File: src/rtl/ifu_pkg.sv
// ----------------------------------------------------------------------------
// ifu_pkg
// Shared definitions for the instruction fetch unit:
//   - ifu_state_e : fetch FSM states (IDLE, REQ, WAIT, DROP)
//   - NOP_INST    : instruction substituted for misaligned fetches
//   - default parameter values for depth and widths
// Optional feature macro used by the fetch unit: IFU_MISALIGN_CHK_EN.
// ----------------------------------------------------------------------------
package ifu_pkg;

  localparam int IFU_FIFO_DEPTH_DEF = 4;
  localparam int IFU_ADDR_W_DEF     = 32;
  localparam int IFU_DATA_W_DEF     = 32;

  // addi x0, x0, 0
  localparam logic [31:0] NOP_INST = 32'h0000_0013;

  typedef enum logic [1:0] {
    S_IDLE = 2'd0,  // ready for a new address
    S_REQ  = 2'd1,  // request on the bus, waiting for grant
    S_WAIT = 2'd2,  // granted, waiting for read data
    S_DROP = 2'd3   // granted, read data will be discarded
  } ifu_state_e;

endpackage

File: src/rtl/inst_fetch_unit_if.sv
// ----------------------------------------------------------------------------
// inst_fetch_unit_if
// Bundles the three handshakes of the fetch unit:
//   PC side     : valid_i, instAddr_i, ready_o, flush_i
//   memory side : memReq_o, memAddr_o, memGnt_i, memRvalid_i, memRdata_i
//   decode side : instValid_o, inst_o, instAddr_o, instReady_i
//                 (+ instErr_o when IFU_MISALIGN_CHK_EN is defined)
// Signal suffixes are from the fetch unit's point of view.
// Modports: slave  = the fetch unit itself
//           master = the surrounding environment (PC unit, memory, decode)
// ----------------------------------------------------------------------------
interface inst_fetch_unit_if
  import ifu_pkg::*;
#(
  parameter int ADDR_W = IFU_ADDR_W_DEF,
  parameter int DATA_W = IFU_DATA_W_DEF
);

  logic              valid_i;
  logic [ADDR_W-1:0] instAddr_i;
  logic              ready_o;
  logic              flush_i;

  logic              memReq_o;
  logic [ADDR_W-1:0] memAddr_o;
  logic              memGnt_i;
  logic              memRvalid_i;
  logic [DATA_W-1:0] memRdata_i;

  logic              instValid_o;
  logic [DATA_W-1:0] inst_o;
  logic [ADDR_W-1:0] instAddr_o;
  logic              instReady_i;
`ifdef IFU_MISALIGN_CHK_EN
  logic              instErr_o;
`endif

  modport slave (
    input  valid_i, instAddr_i, flush_i,
    input  memGnt_i, memRvalid_i, memRdata_i,
    input  instReady_i,
    output ready_o, memReq_o, memAddr_o,
    output instValid_o, inst_o, instAddr_o
`ifdef IFU_MISALIGN_CHK_EN
    , instErr_o
`endif
  );

  modport master (
    output valid_i, instAddr_i, flush_i,
    output memGnt_i, memRvalid_i, memRdata_i,
    output instReady_i,
    input  ready_o, memReq_o, memAddr_o,
    input  instValid_o, inst_o, instAddr_o
`ifdef IFU_MISALIGN_CHK_EN
    , instErr_o
`endif
  );

endinterface

File: src/rtl/ifu_resp_fifo.sv
// ----------------------------------------------------------------------------
// ifu_resp_fifo
// Synchronous FIFO holding fetched {addr, inst} entries toward decode.
// The head entry is kept in a dedicated register so the outputs are
// registered and read zero out of reset.
// Ports:
//   clk, reset_n   clock, asynchronous active-low reset
//   flush_i        empties the FIFO; wins over push and pop
//   push_i/data_i  write an entry (ignored when full)
//   pop_i          remove the head entry (ignored when empty)
//   data_o         head entry
//   full_o/empty_o occupancy flags
// ----------------------------------------------------------------------------
module ifu_resp_fifo #(
  parameter int DEPTH = 4,   // power of two, >= 2
  parameter int WIDTH = 64
) (
  input  logic             clk,
  input  logic             reset_n,
  input  logic             flush_i,
  input  logic             push_i,
  input  logic [WIDTH-1:0] data_i,
  input  logic             pop_i,
  output logic [WIDTH-1:0] data_o,
  output logic             full_o,
  output logic             empty_o
);

  localparam int PTR_W = $clog2(DEPTH);
  localparam int CNT_W = PTR_W + 1;

  logic [WIDTH-1:0] mem [DEPTH];
  logic [PTR_W-1:0] wr_ptr_q, rd_ptr_q, rd_ptr_nxt;
  logic [CNT_W-1:0] count_q, count_nxt;
  logic             wr_en, rd_en;

  assign full_o  = (count_q == CNT_W'(DEPTH));
  assign empty_o = (count_q == '0);
  assign wr_en   = push_i & ~full_o;
  assign rd_en   = pop_i & ~empty_o;

  // Pointers wrap naturally because DEPTH is a power of two.
  assign rd_ptr_nxt = rd_ptr_q + PTR_W'(rd_en);
  assign count_nxt  = count_q + CNT_W'(wr_en) - CNT_W'(rd_en);

  // NOTE: storage has no reset; only pointers/count define validity, and
  // leaving the array unreset lets it map onto plain RAM/register cells.
  always_ff @(posedge clk) begin
    if (wr_en && !flush_i) mem[wr_ptr_q] <= data_i;
  end

  always_ff @(posedge clk or negedge reset_n) begin
    if (!reset_n) begin
      wr_ptr_q <= '0;
      rd_ptr_q <= '0;
      count_q  <= '0;
      data_o   <= '0;
    end else if (flush_i) begin
      wr_ptr_q <= '0;
      rd_ptr_q <= '0;
      count_q  <= '0;
    end else begin
      if (wr_en) wr_ptr_q <= wr_ptr_q + 1'b1;
      rd_ptr_q <= rd_ptr_nxt;
      count_q  <= count_nxt;
      // Refresh the head register with whatever will sit at the read
      // pointer after this edge; the slot being written this cycle is
      // not in the array yet, so take it straight from data_i.
      if (count_nxt != '0)
        data_o <= (wr_en && (rd_ptr_nxt == wr_ptr_q)) ? data_i : mem[rd_ptr_nxt];
    end
  end

endmodule

File: src/rtl/inst_fetch_unit.sv
// ----------------------------------------------------------------------------
// inst_fetch_unit
// Takes fetch addresses from the PC unit, performs one instruction-memory
// read at a time (req/gnt, then rvalid) and queues {addr, inst} pairs for
// decode. A flush (taken jump) empties the queue and discards any read
// still in flight; a request already on the bus is never withdrawn.
// Ports:
//   clk      clock
//   reset_n  asynchronous active-low reset
//   bus      inst_fetch_unit_if.slave (PC, memory and decode handshakes)
// Optional feature: define IFU_MISALIGN_CHK_EN to turn misaligned addresses
// into a NOP entry flagged on instErr_o instead of a memory read.
// ----------------------------------------------------------------------------
module inst_fetch_unit
  import ifu_pkg::*;
#(
  parameter int FIFO_DEPTH = IFU_FIFO_DEPTH_DEF,
  parameter int ADDR_W     = IFU_ADDR_W_DEF,
  parameter int DATA_W     = IFU_DATA_W_DEF
) (
  input logic             clk,
  input logic             reset_n,
  inst_fetch_unit_if.slave bus
);

`ifdef IFU_MISALIGN_CHK_EN
  localparam int ENTRY_W = 1 + ADDR_W + DATA_W;
`else
  localparam int ENTRY_W = ADDR_W + DATA_W;
`endif

  ifu_state_e        state_q;
  logic              drop_pend_q;   // flush seen while still waiting for grant
  logic              mem_req_q;
  logic [ADDR_W-1:0] mem_addr_q;

  logic               fifo_full, fifo_empty;
  logic               fifo_push, fifo_pop;
  logic [ENTRY_W-1:0] fifo_din, fifo_dout;
  logic               accept, resp_push, send_to_mem;

`ifdef IFU_MISALIGN_CHK_EN
  logic mis_pend_q;   // misaligned address accepted; NOP entry pushed next edge

  assign send_to_mem = (bus.instAddr_i[1:0] == 2'b00);
  // reset_n gating keeps ready_o low while the unit is held in reset.
  assign bus.ready_o = reset_n & (state_q == S_IDLE) & ~fifo_full &
                       ~bus.flush_i & ~mis_pend_q;
`else
  assign send_to_mem = 1'b1;
  assign bus.ready_o = reset_n & (state_q == S_IDLE) & ~fifo_full & ~bus.flush_i;
`endif

  assign accept = bus.valid_i & bus.ready_o;

  // NOTE: every register below is assigned with <= so all state updates
  // observe pre-edge values regardless of statement order.
  always_ff @(posedge clk or negedge reset_n) begin
    if (!reset_n) begin
      state_q     <= S_IDLE;
      drop_pend_q <= 1'b0;
      mem_req_q   <= 1'b0;
      mem_addr_q  <= '0;
`ifdef IFU_MISALIGN_CHK_EN
      mis_pend_q  <= 1'b0;
`endif
    end else begin
`ifdef IFU_MISALIGN_CHK_EN
      mis_pend_q <= accept & ~send_to_mem;
`endif
      case (state_q)
        S_IDLE: begin
          if (accept) begin
            mem_addr_q <= bus.instAddr_i;
            if (send_to_mem) begin
              state_q     <= S_REQ;
              mem_req_q   <= 1'b1;
              drop_pend_q <= 1'b0;
            end
          end
        end
        S_REQ: begin
          if (bus.memGnt_i) begin
            mem_req_q   <= 1'b0;
            drop_pend_q <= 1'b0;
            state_q     <= (drop_pend_q | bus.flush_i) ? S_DROP : S_WAIT;
          end else if (bus.flush_i) begin
            drop_pend_q <= 1'b1;
          end
        end
        S_WAIT: begin
          // A flush coinciding with rvalid is covered by the FIFO flush.
          if (bus.memRvalid_i)   state_q <= S_IDLE;
          else if (bus.flush_i)  state_q <= S_DROP;
        end
        S_DROP: begin
          if (bus.memRvalid_i) state_q <= S_IDLE;
        end
      endcase
    end
  end

  assign bus.memReq_o  = mem_req_q;
  assign bus.memAddr_o = mem_addr_q;

  assign resp_push = (state_q == S_WAIT) & bus.memRvalid_i;
  assign fifo_pop  = ~fifo_empty & bus.instReady_i;

`ifdef IFU_MISALIGN_CHK_EN
  assign fifo_push = resp_push | mis_pend_q;
  assign fifo_din  = mis_pend_q ? {1'b1, mem_addr_q, DATA_W'(NOP_INST)}
                                : {1'b0, mem_addr_q, bus.memRdata_i};
  assign {bus.instErr_o, bus.instAddr_o, bus.inst_o} = fifo_dout;
`else
  assign fifo_push = resp_push;
  assign fifo_din  = {mem_addr_q, bus.memRdata_i};
  assign {bus.instAddr_o, bus.inst_o} = fifo_dout;
`endif

  assign bus.instValid_o = ~fifo_empty;

  ifu_resp_fifo #(
    .DEPTH (FIFO_DEPTH),
    .WIDTH (ENTRY_W)
  ) u_resp_fifo (
    .clk     (clk),
    .reset_n (reset_n),
    .flush_i (bus.flush_i),
    .push_i  (fifo_push),
    .data_i  (fifo_din),
    .pop_i   (fifo_pop),
    .data_o  (fifo_dout),
    .full_o  (fifo_full),
    .empty_o (fifo_empty)
  );

endmodule
File: src/flat_wrapper.sv
// flat-port wrapper written by rule: the top's interface ports become plain ports
module inst_fetch_unit_flat import ifu_pkg::*;
#(
  parameter int FIFO_DEPTH = IFU_FIFO_DEPTH_DEF,
  parameter int ADDR_W     = IFU_ADDR_W_DEF,
  parameter int DATA_W     = IFU_DATA_W_DEF
)
  (clk, reset_n, bus_valid_i, bus_instAddr_i, bus_flush_i, bus_memGnt_i, bus_memRvalid_i, bus_memRdata_i, bus_instReady_i, bus_ready_o, bus_memReq_o, bus_memAddr_o, bus_instValid_o, bus_inst_o, bus_instAddr_o);
  inst_fetch_unit_if #(.ADDR_W(ADDR_W), .DATA_W(DATA_W)) bus_i ();
  input logic clk;
  input logic reset_n;
  input wire logic [$bits(bus_i.valid_i)-1:0] bus_valid_i;
  input wire logic [$bits(bus_i.instAddr_i)-1:0] bus_instAddr_i;
  input wire logic [$bits(bus_i.flush_i)-1:0] bus_flush_i;
  input wire logic [$bits(bus_i.memGnt_i)-1:0] bus_memGnt_i;
  input wire logic [$bits(bus_i.memRvalid_i)-1:0] bus_memRvalid_i;
  input wire logic [$bits(bus_i.memRdata_i)-1:0] bus_memRdata_i;
  input wire logic [$bits(bus_i.instReady_i)-1:0] bus_instReady_i;
  output wire logic [$bits(bus_i.ready_o)-1:0] bus_ready_o;
  output wire logic [$bits(bus_i.memReq_o)-1:0] bus_memReq_o;
  output wire logic [$bits(bus_i.memAddr_o)-1:0] bus_memAddr_o;
  output wire logic [$bits(bus_i.instValid_o)-1:0] bus_instValid_o;
  output wire logic [$bits(bus_i.inst_o)-1:0] bus_inst_o;
  output wire logic [$bits(bus_i.instAddr_o)-1:0] bus_instAddr_o;
  assign bus_i.valid_i = bus_valid_i;
  assign bus_i.instAddr_i = bus_instAddr_i;
  assign bus_i.flush_i = bus_flush_i;
  assign bus_i.memGnt_i = bus_memGnt_i;
  assign bus_i.memRvalid_i = bus_memRvalid_i;
  assign bus_i.memRdata_i = bus_memRdata_i;
  assign bus_i.instReady_i = bus_instReady_i;
  assign bus_ready_o = bus_i.ready_o;
  assign bus_memReq_o = bus_i.memReq_o;
  assign bus_memAddr_o = bus_i.memAddr_o;
  assign bus_instValid_o = bus_i.instValid_o;
  assign bus_inst_o = bus_i.inst_o;
  assign bus_instAddr_o = bus_i.instAddr_o;
  inst_fetch_unit #(.FIFO_DEPTH(FIFO_DEPTH), .ADDR_W(ADDR_W), .DATA_W(DATA_W)) u_core (.clk(clk), .reset_n(reset_n), .bus(bus_i));
endmodule
File: config.mk
export PLATFORM = sky130hd
export DESIGN_NAME = inst_fetch_unit_flat
export DESIGN_NICKNAME = d
export VERILOG_FILES = /design/src/rtl/ifu_pkg.sv /design/src/rtl/inst_fetch_unit_if.sv /design/src/rtl/ifu_resp_fifo.sv /design/src/rtl/inst_fetch_unit.sv /design/src/flat_wrapper.sv
export SDC_FILE = /design/constraint.sdc
export NUM_CORES = 1
export LEC_CHECK = 0
export CORE_MARGIN = 2
export CORE_UTILIZATION = 57
export DETAILED_ROUTE_END_ITERATION = 12
export MAX_ROUTING_LAYER = met4
export PLACE_DENSITY = 0.9
export SYNTH_ARGS = -nofsm -noshare
export SYNTH_HDL_FRONTEND = slang
export SYNTH_SLANG_ARGS = --single-unit
File: constraint.sdc
create_clock -name clk -period 4.2 [get_ports clk]
set_input_delay 0.84 -clock clk [delete_from_list [all_inputs] [get_ports clk]]
set_output_delay 0.84 -clock clk [all_outputs]
set_load 0.01 [all_outputs]
; ---- Word-level counts from Yosys, hierarchy flattened
; Memory sizes are Yosys's and may differ from the RTL's. A register that Yosys moved wholly into a read port is not among the register bits.
; Cells that the tools add are included.
[op_classes]
n_addsub = 4
eq_ne = 9
mux = 20
bitwise_logic = 12
reduce_logical = 13
[ops]
columns = op, n
row1 = 2-bit 2-to-1 mux, 8
row2 = 1-bit bitwise AND, 8
row3 = 1-bit 2-to-1 mux, 8
row4 = 2-bit case mux with 4 select lines, 1
row5 = "3-bit inequality test, second input constant", 2
row6 = 3-bit AND reduction, 2
row7 = "2-bit equality test, second input constant", 2
row8 = "2-bit inequality test, second input constant", 2
row9 = 1-bit case mux with 2 select lines, 2
row10 = 2-bit AND reduction, 2
row11 = 4-bit AND reduction, 1
row12 = 2-bit nonzero test, 2
row13 = 3-bit by 1-bit adder with 3-bit output, 1
row14 = "3-bit equality test, second input constant", 1
row15 = 3-bit zero test, 1
row16 = 3-bit 2-to-1 mux, 1
row17 = 1-bit inverter, 3
row18 = 3-bit nonzero test, 1
row19 = 3-bit by 1-bit subtractor with 3-bit output, 1
row20 = 2-bit by 1-bit adder with 2-bit output, 1
row21 = "2-bit by 1-bit adder with 2-bit output, second input constant", 1
row22 = "2-bit by 1-bit equality test with 1-bit output, second input constant", 1
row23 = 1-bit zero test, 2
row24 = 2-bit zero test, 1
row25 = other kinds (3), 3
[word_totals]
register_bits = 43
mem_bits_rw = 256
in_bits = 71
output_inout_bits = 99
elab_cells = 66
memories = 1
[memory_table]
columns = name, words, width, rd, rd_ports_with_merged_regs, wr, line
row1 = u_core.u_resp_fifo.mem, 4, 64, 1, 1, 1, ifu_resp_fifo.sv:32  ; logic [WIDTH-1:0] mem [DEPTH];

; ---- Logic depth before layout (Yosys ltp)
; Gate-level depths: netlist of the first run.
[depth]
ltp_word = 7
ltp_mapped = 13
depth_no_buf = 11

; ---- Cells and area by module
; From an unflattened synthesis of the first run, not the netlist that was laid out.
[unflattened]
hier_cells = 1091
hier_area_um2 = 16061.7
[modules_own_cells]
columns = module, instances, cells_per_inst, area_per_inst_um2, seq_area_each_um2
row1 = ifu_resp_fifo, 1, 1000, 14530.2, 9464.1
row2 = inst_fetch_unit, 1, 91, 1531.5, 900.9

; ---- Least setup slack after synthesis of the first run
; No wires, ideal clock.
[synth_path]
kind = input to register
start = in bus_memRvalid_i
end = reg u_core.u_resp_fifo.data_o[51], read port of u_core.u_resp_fifo.mem
setup_time_ps = 141
arrival_ps = 3211
t_required_ps = 4059
slack_ps = 848
path_stages = 12
path_buffers = 2
cell_sequence = nand2_1 > nor3_1 > xnor2_1 > ha_1 > inv_1 > fa_1 > xor2_1 > xnor2_1 > a31oi_1 > clkbuf_1 > buf_1 > a31oi_1
[synth_via]
elab_chain_cells = 6
[synth_rtl]
columns = element, line
row1 = "start, declared", flat_wrapper.sv:16  ; input wire logic [$bits(bus_i.memRvalid_i)-1:0] bus_memRvalid_i;
row2 = 1-bit bitwise AND, inst_fetch_unit.sv:106  ; assign resp_push = (state_q == S_WAIT) & bus.memRvalid_i;
row3 = 1-bit bitwise AND, ifu_resp_fifo.sv:39  ; assign wr_en = push_i & ~full_o;
row4 = 3-bit by 1-bit adder with 3-bit output, ifu_resp_fifo.sv:44  ; assign count_nxt = count_q + CNT_W'(wr_en) - CNT_W'(rd_en);
row5 = 3-bit by 1-bit subtractor with 3-bit output, ifu_resp_fifo.sv:44
row6 = 3-bit nonzero test, ifu_resp_fifo.sv:69  ; if (count_nxt != '0)
row7 = 2-bit AND reduction (no source line), -
row8 = "end, declared", ifu_resp_fifo.sv:24  ; output logic [WIDTH-1:0] data_o,
; No other way between the ends.
; A chain may end at the register's enable or synchronous reset.

; ---- Worst setup path after layout of the first run
[layout_path]
start = in bus_memRvalid_i
end = reg u_core.u_resp_fifo.data_o[45], read port of u_core.u_resp_fifo.mem
; Same word-level chain as after synthesis.

==> impl_metrics.py, run 1 <==
metrics = {
    "status": {
        "status": "finished clean",
    },
    "worst_setup_path": {
        "crit_fanout": 96,
        "slowest_delay_ps": 520,
        "cp-end-kind": "flip-flop",
        "cpMostUsedCell": "xnor2_1",
        "reg2reg_from": "u_core.u_resp_fifo.count_q[1]",
        "crit_path_top_delay_cell": "clkdlybuf4s50_1",
        "path_cells": "clkdlybuf4s50_1 > nand2_1 > nor3_1 > xnor2_1 > ha_1 > inv_1 > fa_1 > xor2_1 > xnor2_1 > a31oi_4 > buf_12 > nor2_1 > a31oi_1",
        "critical_path.top_delay_family": "buffers and inverters",
        "ff2ff_path_depth": 12,
        "critPathRequiredTime_ps": 4610,
        "timing.rr.end": "u_core.u_resp_fifo.data_o[45]",
        "critPathKind": "in -> reg",
        "setup.worst_path.start_class": "input port",
        "worst-path-buf-inv": 3,
        "rrSetupSlack_ps": 860,
        "crit_arrival_ps": 3900,
    },
    "worst_hold_path": {
        "hp-class": "in -> async",
    },
    "grt": {
        "use_met2": 0.4409,
        "busiest_layer": "met2",
        "grt_start_max_net_pins": 206,
        "groute.layer.met3.usage": 0.04156,
        "grt_pass1_wl_um": 63650,
        "grt-ovfl-total": 0,
        "grt_antenna_before_repair": 2,
        "grt_pass1_vias": 12156,
        "gr-usage-all-layers": 0.2709,
        "grtUsageMet1": 0.3433,
    },
    "logic_synthesis": {
        "synthArstFlopShare": 0.2948,
        "synth_edf_count": 256,
        "synth_flop_cell": "edfxtp_1",
        "yosysUniqueCellTypes": 40,
        "syn_area_sq_um": 16500,
        "avgSynthCellArea_sq_um": 12.83,
        "yosys_warnings": 0,
        "synth_seq_cells": 363,
        "synthesis.nets": 1363,
        "syn_inst": 1286,
        "yosysSeqAreaShare": 0.6281,
    },
    "sta": {
        "final.setup_skew_ps": 18.85,
        "finalSetupViolations": 0,
        "maxSlewViolCount": 0,
        "holdWs_ps": 465.7,
        "rsz0062_at_grt": "false",
        "period_minus_slack_ps": 3491,
        "max_freq_mhz": 286.5,
        "worstMarginPinSlew_ps": 948.7,
        "tns_ps": 0,
        "timing.final.crit_share": 0.8312,
        "fin_ws_ps": 709.0,
        "timing.slew.headroom": 0.3675,
        "hold_viol": 0,
    },
    "pwr": {
        "vdd_drop_max_mv": 0.4381,
        "total_power_w": 0.01371,
        "switchingPower_w": 0.004684,
        "power_leakage_nw": 6.622,
        "power.share.clock": 0.244,
        "powerDensity_nw_per_um2": 695.0,
        "power_frac_comb": 0.370,
        "intPower_w": 0.009023,
        "switching_share": 0.3417,
        "power_frac_seq": 0.387,
    },
    "drt": {
        "drc": 0,
        "vias": 12115,
        "wl_per_cell_um": 22.38,
        "wirelength_um": 40640,
        "drtIter0Drc": 1472,
        "via_per_inst": 6.671,
        "ant_nets": 0,
        "drtPass1Iterations": 7,
    },
    "floorplanning": {
        "dieArea_sq_um": 30330,
        "die_x_um": 174.2,
        "core_area_sq_um": 28630,
        "start_util": 0.5765,
        "rows": 62,
        "die_h_um": 174.2,
        "ios": 170,
    },
    "clocking": {
        "cts_buffers": 39,
        "cts_setup_buffers": 0,
        "cts_sinks": 363,
        "clk_latency_ps": 520,
        "clock-root-buffer": "clkbuf_16",
        "cts_buffer_depth": 3,
        "clk_pin_slew_ps": 60,
        "post_cts_resized": 0,
        "h-tree-depth": 2,
        "postCtsHoldBufs": 0,
        "cts_tree": "built",
    },
    "place": {
        "gp_congestion": 0.7612,
        "pre_cts_slack_ps": 234.5,
        "port_buffers": 169,
        "dp_hpwl_um": 22250,
    },
    "layout": {
        "fillers": 1832,
        "multi_input_area_sq_um": 5530,
        "regArea_sq_um": 10370,
        "syn_to_final_growth_pct": 19.49,
        "final_nets": 1477,
        "layout-drive-gt1-share": 0.1343,
        "final_core_util": 0.6889,
    },
    "job": {
        "drv_cap": 0,
    },
}
[area by class of cell]
type / count / area share
multi-input combinational: 790 / 0.2804
clock inverter: 11 / 0.005393
sequential: 363 / 0.5260
antenna: 2 / 0.0002538
timing repair buffer: 199 / 0.1041
inverter: 7 / 0.001332
tap: 384 / 0.02436
clock buffer: 60 / 0.05818
[logic make-up after synthesis]
logic type / count (synthesis) / share of synthesized area
AOI/OAI and AO/OA: 268 / 0.1318
muxes: 97 / 0.06604
xor gates and xnor gates: 9 / 0.005610
buffers and inverters: 133 / 0.03920
DFF: 363 / 0.6281
adders and majority gates: 6 / 0.005004
and+or+nand+nor: 410 / 0.1243
[through the flow]
step	cell area, sq um	instances
after floorplan	16500	1286
after global placement	18460	1743
after detailed placement	18460	1743
after CTS	19720	1814
after global routing	19720	1816
final	19720	1816
[layer usage]
metal / up-vias / share of wire
met5: - / 0
met4: 0 / 0.032
met3: 124 / 0.078
met2: 738 / 0.50
met1: 5989 / 0.39
li1: 5264 / -
[worst register-to-register path, stage by stage (launching register included)]
cell,delay [ps]
dfrtp_1,500
nor3b_1,410
nor3_1,150
xnor2_1,210
ha_1,170
inv_1,50
fa_1,400
xor2_1,160
xnor2_1,190
a31oi_4,250
buf_12,410
nor2_1,120
a31oi_1,220
[cells in the mapped netlist (2+ instances only)]
library cell | n | area (sq um)
nor3b_1 | 2 | 15.01
a21oi_1 | 4 | 20.02
a31oi_1 | 65 | 406.6
clkbuf_1 | 40 | 150.1
xor2_1 | 2 | 17.52
mux2_2 | 95 | 1070
o21ai_0 | 2 | 10.01
a221o_1 | 63 | 630.6
nand3b_1 | 63 | 473.0
a211o_1 | 2 | 17.52
nand2_1 | 68 | 255.2
and3_1 | 2 | 12.51
buf_6 | 5 | 56.30
o31ai_1 | 63 | 473.0
and2_1 | 4 | 25.02
nor3_1 | 64 | 320.3
ha_1 | 5 | 62.56
dfrtp_1 | 107 | 2678
nand3_1 | 2 | 10.01
nor2_1 | 137 | 514.2
buf_4 | 8 | 60.06
xnor2_1 | 6 | 52.55
edfxtp_1 | 256 | 7687
buf_1 | 9 | 33.78
inv_1 | 7 | 26.28
buf_2 | 64 | 320.3
o221ai_1 | 63 | 551.8
or3_1 | 65 | 406.6
mux2i_1 | 2 | 20.02
[flip-flops by register name, summed over array words and instances, names as in the netlist]
name                         flops
u_core.state_q                   2
u_core.u_resp_fifo.count_q       3
u_core.u_resp_fifo.wr_ptr_q      2
u_core.u_resp_fifo.mem         256
u_core.drop_pend_q               1
u_core.bus.memReq_o              1
u_core.bus.memAddr_o            32
u_core.u_resp_fifo.rd_ptr_q      2
u_core.u_resp_fifo.data_o       64
[placed cells by master, fill, tap and decap left out, drive strengths merged, types with 2 or more instances in the layout]
| cell | count |
|---|---|
| inv | 7 |
| dfrtp | 107 |
| and2 | 4 |
| mux2i | 2 |
| nor3 | 64 |
| nand3 | 2 |
| and3 | 2 |
| clkdlybuf4s50 | 168 |
| a211o | 2 |
| nor2 | 137 |
| ha | 5 |
| clkinv | 9 |
| clkbuf | 60 |
| edfxtp | 256 |
| o221ai | 63 |
| a221o | 63 |
| mux2 | 95 |
| xor2 | 2 |
| nand2 | 68 |
| diode | 2 |
| o31ai | 64 |
| bufinv | 2 |
| a31oi | 65 |
| nor3b | 2 |
| o21ai | 2 |
| or3 | 65 |
| xnor2 | 6 |
| nand3b | 63 |
| buf | 31 |
| a21oi | 4 |
[how the worst max path moves through the flow]
stage / startpoint / endpoint / depth (start not counted) / slack (ps)
after floorplan: bus_memRvalid_i / u_core.u_resp_fifo.data_o[51] / 12 / 850
after global placement: bus_memRvalid_i / u_core.u_resp_fifo.data_o[61] / 13 / 500
after detailed placement: bus_memRvalid_i / u_core.u_resp_fifo.data_o[45] / 13 / 230
after CTS: bus_memRvalid_i / u_core.u_resp_fifo.data_o[45] / 13 / 720
after global routing: bus_memRvalid_i / u_core.u_resp_fifo.data_o[38] / 13 / 590
final: bus_memRvalid_i / u_core.u_resp_fifo.data_o[45] / 13 / 710
[power groups by stage]
stage	clock, W	sequential, W	combinational (W)
after floorplan	0	0.00530	0.00308
after global placement	0	0.00530	0.00474
after detailed placement	0	0.00534	0.00498
after CTS	0.00338	0.00528	0.00505
after global routing	0.00352	0.00537	0.00546
final	0.00334	0.00530	0.00507
No activity file was read; power rests on OpenSTA's default activity.
==> run 2, diff against run 1 <==
Settings changed: CORE_UTILIZATION 57 to 52, PLACE_DENSITY 0.9 to 0.87.
Clock period 4.2 ns to 3 ns, I/O delays scaled along.
==> run 2 against run 1 <==
Compared with the run above:
- sequential share of layout area is 1.9 points lower
- routed wire length is 6.3% higher
- largest power group is now combinational cells
- non-clock buffer count is 39 higher
- clock power is 42% higher
- register-to-register slack worse by 810 ps
- global-route usage is 1.8 points lower
- clock skew is 8.4 ps lower
- clock-buffer cell count is 10 lower
==> impl_metrics.py, run 2 (synthesized netlist as in run 1, its figures left out) <==
metrics = {
    "status": {
        "status": "finished clean",
    },
    "drt": {
        "drtPass1Iterations": 5,
        "drtIter0Drc": 1189,
        "via_per_inst": 6.519,
        "wl_per_cell_um": 23.12,
        "drc": 0,
        "ant_nets": 0,
        "wirelength_um": 43220,
        "vias": 12184,
    },
    "worst_setup_path": {
        "timing.rr.end": "u_core.u_resp_fifo.data_o[35]",
        "critPathRequiredTime_ps": 3420,
        "cp-end-kind": "flip-flop",
        "reg2reg_from": "u_core.u_resp_fifo.count_q[2]",
        "path_cells": "nor3b_2 > buf_4 > nor3_4 > xnor2_1 > ha_2 > inv_2 > fa_2 > xor2_2 > xnor2_2 > a31oi_4 > buf_6 > buf_12 > nor2_1 > a31oi_1",
        "rrSetupSlack_ps": 50,
        "crit_path_top_delay_cell": "dfrtp_1",
        "slowest_delay_ps": 400,
        "crit_arrival_ps": 3360,
        "ff2ff_path_depth": 14,
        "setup.worst_path.start_class": "flip-flop",
        "critical_path.top_delay_family": "adder cells",
        "crit_fanout": 8,
        "critPathKind": "reg -> reg",
        "worst-path-buf-inv": 4,
    },
    "pwr": {
        "power.share.clock": 0.230,
        "switching_share": 0.3462,
        "powerDensity_nw_per_um2": 1009,
        "power_frac_comb": 0.413,
        "power_leakage_nw": 6.959,
        "intPower_w": 0.01351,
        "vdd_drop_max_mv": 0.5949,
        "switchingPower_w": 0.007153,
        "power_frac_seq": 0.357,
    },
    "layout": {
        "final_area_sq_um": 20480,
        "final_common_cell": "edfxtp_1",
        "regMostFlops": "u_core.u_resp_fifo.mem",
        "syn_to_final_growth_pct": 24.09,
        "final_cell_mix": "edfxtp_1 (256), clkdlybuf4s50_1 (167), nor2_1 (135)",
        "largest_register_ffs": 256,
        "final_nets": 1515,
        "fin_cells": 1869,
        "diodes": 0,
        "layout-drive-gt1-share": 0.1670,
    },
    "place": {
        "pre_cts_slack_ps": -556.2,
        "place_area_sq_um": 18900,
        "place_inst": 1786,
        "gp_congestion": 0.7657,
        "port_buffers": 169,
        "dp_hpwl_um": 23820,
    },
    "sta": {
        "timing.slew.headroom": 0.4599,
        "timing.final.crit_share": 0.9819,
        "rsz0062_at_grt": "true",
        "hold_viol": 0,
        "period_minus_slack_ps": 2946,
        "finalSetupViolations": 0,
        "worstMarginPinSlew_ps": 810.1,
        "final.setup_skew_ps": 10.46,
        "max_freq_mhz": 339.5,
        "maxSlewViolCount": 0,
        "fin_ws_ps": 54.30,
    },
    "grt": {
        "grt_antenna_before_repair": 0,
        "grt-ovfl-total": 0,
        "grt_pass1_vias": 12388,
        "grt_start_max_net_pins": 106,
        "grt_pass1_wl_um": 65250,
        "gr-usage-all-layers": 0.2531,
    },
    "floorplanning": {
        "rows": 65,
        "dieArea_sq_um": 33180,
        "core_area_sq_um": 31390,
        "ios": 170,
        "die_h_um": 182.2,
        "die_x_um": 182.2,
        "start_util": 0.5257,
    },
    "clocking": {
        "clock-root-buffer": "clkbuf_16",
        "cts_buffers": 38,
        "cts_buffer_depth": 3,
        "clk_pin_slew_ps": 60,
        "cts_sinks": 363,
        "cts_tree": "built",
        "clk_latency_ps": 520,
        "h-tree-depth": 2,
    },
    "job": {
        "drv_cap": 0,
    },
    "worst_hold_path": {
        "hp-class": "in -> async",
    },
}
run 2: worst max path at each step:
| stage | startpoint | end | slack, ps | cells after the start |
|---|---|---|---|---|
| 2_1_floorplan | u_core.u_resp_fifo.count_q[1] | u_core.u_resp_fifo.data_o[51] | -6 | 12 |
| 4_1_cts | u_core.u_resp_fifo.count_q[2] | u_core.u_resp_fifo.data_o[40] | -10 | 14 |
| 3_3_place_gp | bus_memRvalid_i | u_core.u_resp_fifo.data_o[22] | -390 | 13 |
| 5_1_grt | u_core.u_resp_fifo.count_q[1] | u_core.u_resp_fifo.data_o[35] | 2 | 14 |
| 3_5_place_dp | bus_memRvalid_i | u_core.u_resp_fifo.data_o[34] | -560 | 13 |
| 6_report | u_core.u_resp_fifo.count_q[2] | u_core.u_resp_fifo.data_o[35] | 50 | 14 |
run 2: area by class of cell:
cell class | instances | area, sq um
Timing Repair Buffer | 238 | 2729
Multi-Input combinational cell | 790 | 5580
Inverter | 7 | 26.28
Fill cell | 2153 | 10910
Clock buffer | 50 | 1067
Tap cell | 402 | 503.0
Clock inverter | 19 | 200.2
Sequential cell | 363 | 10370
run 2: worst register-to-register path, cell delays in order, from the launching register on:
cell     delay, ps
dfrtp_1        400
nor3b_2        180
buf_4          160
nor3_4         190
xnor2_1        150
ha_2           190
inv_2           40
fa_2           380
xor2_2         170
xnor2_2        160
a31oi_4        260
buf_6          180
buf_12         160
nor2_1          60
a31oi_1        180
run 2: power by group through the flow:
stage	clock [W]	sequential [W]	combinational, W
after floorplan	0	0.00742	0.00432
after global placement	0	0.00737	0.00708
after detailed placement	0	0.00743	0.00745
after CTS	0.00480	0.00735	0.00787
after global routing	0.00503	0.00749	0.00906
final	0.00475	0.00738	0.00853
run 2: stage by stage:
step           hold slack [ps]  TNS, ps  total power, W    util
3_5_place_dp             472.0   -31550         0.01488  0.6021
3_3_place_gp             483.0   -24230         0.01444  0.6021
5_1_grt                  309.7        0         0.02157  0.6523
6_report                 249.3        0         0.02066  0.6523
2_1_floorplan            304.4   -123.4         0.01174       -
4_1_cts                  295.1   -70.80         0.02002  0.6460
run 2: repair_timing:
item                                   in CTS  in global routing
endpoints found under the hold margin       0                  0
setup buffers                               4                  1
pin swaps                                   1                  2
gates cloned                                2                  7
resized for setup                           2                 14
setup endpoints to repair                  60                 64
hold buffers                                0                  0
run 2: metal layers:
layer | vias up | track usage | part of all wire | wire (um)
met2 | 645 | 0.4264 | 0.51 | 21840
met1 | 6078 | 0.3149 | 0.38 | 16620
met4 | 0 | 0.08806 | 0.039 | 1668
met5 | - | - | 0 | 0
li1 | 5338 | - | - | -
met3 | 123 | 0.03772 | 0.071 | 3088
==> RTL edit 1, RTL diff (flow settings as in run 2) <==
Reset style: synchronous (`reset_n`), changed in 2 clocked blocks. Comments in the files are not updated.
--- a/src/rtl/ifu_resp_fifo.sv
+++ b/src/rtl/ifu_resp_fifo.sv
@@ -50,5 +50,5 @@
   end
 
-  always_ff @(posedge clk or negedge reset_n) begin
+  always_ff @(posedge clk) begin
     if (!reset_n) begin
       wr_ptr_q <= '0;
--- a/src/rtl/inst_fetch_unit.sv
+++ b/src/rtl/inst_fetch_unit.sv
@@ -56,5 +56,5 @@
   // NOTE: every register below is assigned with <= so all state updates
   // observe pre-edge values regardless of statement order.
-  always_ff @(posedge clk or negedge reset_n) begin
+  always_ff @(posedge clk) begin
     if (!reset_n) begin
       state_q     <= S_IDLE;
Formal check against the unedited RTL: differs if reset_n is asserted again (counterexample within 4 cycles, from zero or initial values and one cycle with reset_n low); with reset_n held inactive, the same outputs for 4 cycles.
==> RTL edit 1 against run 2 <==
First-iteration DRC count decreased by 36%. Sequential cell count unchanged. Wire length decreased by 29%. Design area decreased by 15%. Critical path depth decreased by 3. Area after synthesis decreased by 17%. Setup slack got worse by 0.013 ns. Maximum frequency decreased by 0.45%. Critical endpoint is now u_core.u_resp_fifo.data_o[53]$_SDFFE_PN0P_.
Power is not compared: it rests on default switching activity, and its combinational part moved more than twofold at a synthesized area within 25%.
==> RTL edit 1: results (changes against run 2) <==
[cts]
cts_resized=0  ; -2
cts_buffers=37  ; -2.6%

[critical_path]
r2r_cells=11  ; -3
r2r_start=u_core.u_resp_fifo.count_q[2]$_SDFF_PP0_
cp.arrival_ns=3.37  ; about the same
slowest_delay_ns=0.42  ; +0.02 ns
cp_slowest_cell=xor3_2

[synthesis]
seq_area_frac_synth=0.715  ; +0.0870
syn_inst=901  ; -30%
async_reset_ff_frac=0  ; -0.295
syn_nets=979  ; -28%

[global_routing]
grt.total_usage=0.219  ; -0.0342
grt_util_met1=0.296  ; -0.0191
grt_pass1_wl_mm=46.5  ; -29%
grt_util_met3=0.0375  ; -0.000169
grt_pass1_vias=8582  ; -31%

[timing]
layout_setup_ws_ns=0.0409  ; -0.0134 ns
fin_skew_ns=0.00950  ; -0.000953 ns
worstMarginPinSlew_ns=0.764  ; -0.0464 ns

[placed_design]
place_congestion=0.801  ; +4.6%
dp_slack_ns=-0.496  ; +0.0602 ns
hpwl_mm=17.8  ; -25%
place_area_mm2=0.0161  ; -15%
dp.cells=1387  ; -22%

[outcome]
outcome=finished clean

[pwr]
power.total_w=0.0103

[cells_and_area]
final_nets=1180  ; -22%
drive_gt1_frac=0.165  ; -0.00167
fillers=1697  ; -21%

[route]
routedWlPerCell_um=21.0  ; -9.3%
drt_iter0_drc=758  ; -36%
met2_length_mm=14.9  ; -32%
wl_met3_mm=2.34  ; -24%

[min_path]
hp-class=register to register

==> RTL edit 1: cell count changes after synthesis, moves of 64 or more <==
cell	run 2	this run
dfrtp_1	107	0
dfxtp_1	0	107
mux2_2	95	0
mux4_2	0	64
nand2_1	68	196
nor2_1	137	6
nor3_1	64	0
or3_1	65	1
==> RTL edit 1: layout make-up <==
type,count,area (µm²),share of cell area
sequential,363,9830,0.562
multi-input combinational,475,3610,0.207
timing repair buffer,221,2480,0.142
clock buffer,58,1090,0.0622
tap,335,419,0.0240
clock inverter,10,50.0,0.00286
inverter,4,15.0,0.000858
==> RTL edit 1: kinds of logic (layout without fill, tap and decap cells) <==
group           after synthesis  count (layout)  share of synthesized area
simple gates                230             230                     0.0715
buf+inv                      63             293                     0.0282
mux                          64              64                      0.105
flops                       363             363                      0.715
fa+ha+maj                     7               7                    0.00692
xor+xnor                      6               6                    0.00592
compound gates              168             168                     0.0674
==> RTL edit 1: worst min path at each step <==
stage,to,slack [ns],depth (start not counted)
final,u_core.drop_pend_q$_SDFFE_PN0P_,0.50,2
after detailed placement,u_core.drop_pend_q$_SDFFE_PN0P_,0.49,2
after CTS,u_core.drop_pend_q$_SDFFE_PN0P_,0.49,2
after global routing,u_core.drop_pend_q$_SDFFE_PN0P_,0.52,2
after global placement,u_core.drop_pend_q$_SDFFE_PN0P_,0.47,2
after floorplan,u_core.drop_pend_q$_SDFFE_PN0P_,0.46,2
==> RTL edit 1: worst max-delay path, delay by kind of cell (launching register included) <==
family	cells	cell delay, ns
compound gates	3	0.56
xor+xnor	2	0.55
fa+ha+maj	2	0.53
buf+inv	2	0.35
flops	1	0.32
simple gates	2	0.55
==> RTL edit 2, RTL diff (config.mk and constraints of run 2) <==
Without the edit above. The package constant `IFU_FIFO_DEPTH_DEF` goes from 4 to 8.
--- a/src/rtl/ifu_pkg.sv
+++ b/src/rtl/ifu_pkg.sv
@@ -9,5 +9,5 @@
 package ifu_pkg;
 
-  localparam int IFU_FIFO_DEPTH_DEF = 4;
+  localparam int IFU_FIFO_DEPTH_DEF = 8;
   localparam int IFU_ADDR_W_DEF     = 32;
   localparam int IFU_DATA_W_DEF     = 32;
Formal check against the unedited RTL: same outputs for any inputs over 4 cycles, from zero or initial values and one cycle with reset_n low; that may be too few to reach the edited logic, so the function may still have changed.
==> RTL edit 2 against run 2 <==
The run now ends with setup timing left. Area after synthesis is 50% higher. Design area is 51% higher. Setup slack worse by 0.47 ns. Total power is 40% higher. Wire length is 44% higher. First-iteration DRC count is 32% higher. Sequential cell count is 259 higher. Non-clock buffer count is 54 higher. Via count is 11% higher. Largest cell class unchanged.
==> RTL edit 2: results (changes against run 2) <==
[outcome]
outcome=complete, but fails checks
violations=setup timing

[pwr]
peakVddDrop_mv=0.788  ; +33%
p_leak_nw=10.3  ; +49%

[critical_path]
r2r_end=u_core.u_resp_fifo.data_o[57]$_DFFE_PN0P_
worst_path_dominant_cell_family=simple AND/OR/NAND/NOR gates
worst-path-max-fanout=11  ; +3
cp.arrival_ns=3.92  ; +0.56 ns
slowest_delay_ns=0.55  ; +0.15 ns
cp_slowest_cell=fa_2

[placed_design]
place_congestion=0.777  ; +1.5%
hpwl_mm=33.8  ; +42%
dp.cells=2003  ; +12%
dp_slack_ns=-0.912  ; -0.355 ns
place_area_mm2=0.0282  ; +49%

[cts]
clkLatencyLatePin_ns=0.63  ; +0.11 ns
cts_buffers=59  ; +55%

[synthesis]
synth_edf_count=512  ; +100%
yosys-top-cells-area=edfxtp_1, mux4_2, dfrtp_1
async_reset_ff_frac=0.177  ; -0.118

[cells_and_area]
largest_reg_flops=512  ; +100%
drive_gt1_frac=0.318  ; +0.151

[global_routing]
grt_pass1_vias=14400  ; +16%
grt.total_usage=0.260  ; +0.00715
grt_antenna_before_repair=5  ; +5

[timing]
finalSetupViolCount=64  ; +64
fin_skew_ns=0.0319  ; +0.0214 ns
layout_setup_ws_ns=-0.414  ; -0.469 ns

[route]
routedWlPerCell_um=29.0  ; +26%

RTL edit 2: cell count changes after synthesis, sizes merged, moves of 62 or more:
cell | run 2 | this run
o221ai | 63 | 0
nand4 | 1 | 63
nor2 | 137 | 8
a31oi | 65 | 1
or3 | 65 | 2
mux2i | 2 | 69
mux2 | 95 | 32
mux4 | 0 | 127
a221o | 63 | 0
o311ai | 0 | 63
o31ai | 64 | 0
nand3b | 63 | 0
edfxtp | 256 | 512
RTL edit 2: power by group:
part | switching, W | internal [W] | total, W
registers | 0.00115 | 0.0107 | 0.0118
logic | 0.00432 | 0.00477 | 0.00909
clock network | 0.00322 | 0.00483 | 0.00804
total | 0.00869 | 0.0203 | 0.0290
RTL edit 2: layout make-up:
| cell class | instances | area, µm² |
|---|---|---|
| Tap cell | 607 | 759 |
| Clock inverter | 33 | 489 |
| Multi-Input combinational cell | 503 | 6580 |
| Timing Repair Buffer | 292 | 3360 |
| Inverter | 6 | 22.5 |
| Sequential cell | 622 | 18100 |
| Fill cell | 2865 | 15800 |
| Clock buffer | 77 | 1620 |
| Antenna cell | 5 | 12.5 |
RTL edit 2: cell families after synthesis:
group           share of synthesized area
buf+inv                            0.0197
simple gates                       0.0374
flops                               0.732
mux                                 0.158
fa+ha+maj                         0.00435
compound gates                     0.0451
xor+xnor                          0.00313
RTL edit 2: what timing repair did:
item / CTS / global route
gates cloned: 7 / 4
endpoints found under the setup margin: 65 / 65
resized for setup: 45 / 9
pin swaps: 12 / 1
setup buffers: 13 / 6
RTL edit 2: per-layer routing:
| metal | vias up | wire, µm | GRT usage |
|---|---|---|---|
| li1 | 5565 | - | - |
| met1 | 7103 | 22400 | 0.311 |
| met2 | 723 | 32300 | 0.435 |
| met3 | 171 | 4780 | 0.0492 |
| met4 | 0 | 2780 | 0.113 |
| met5 | - | 0 | - |
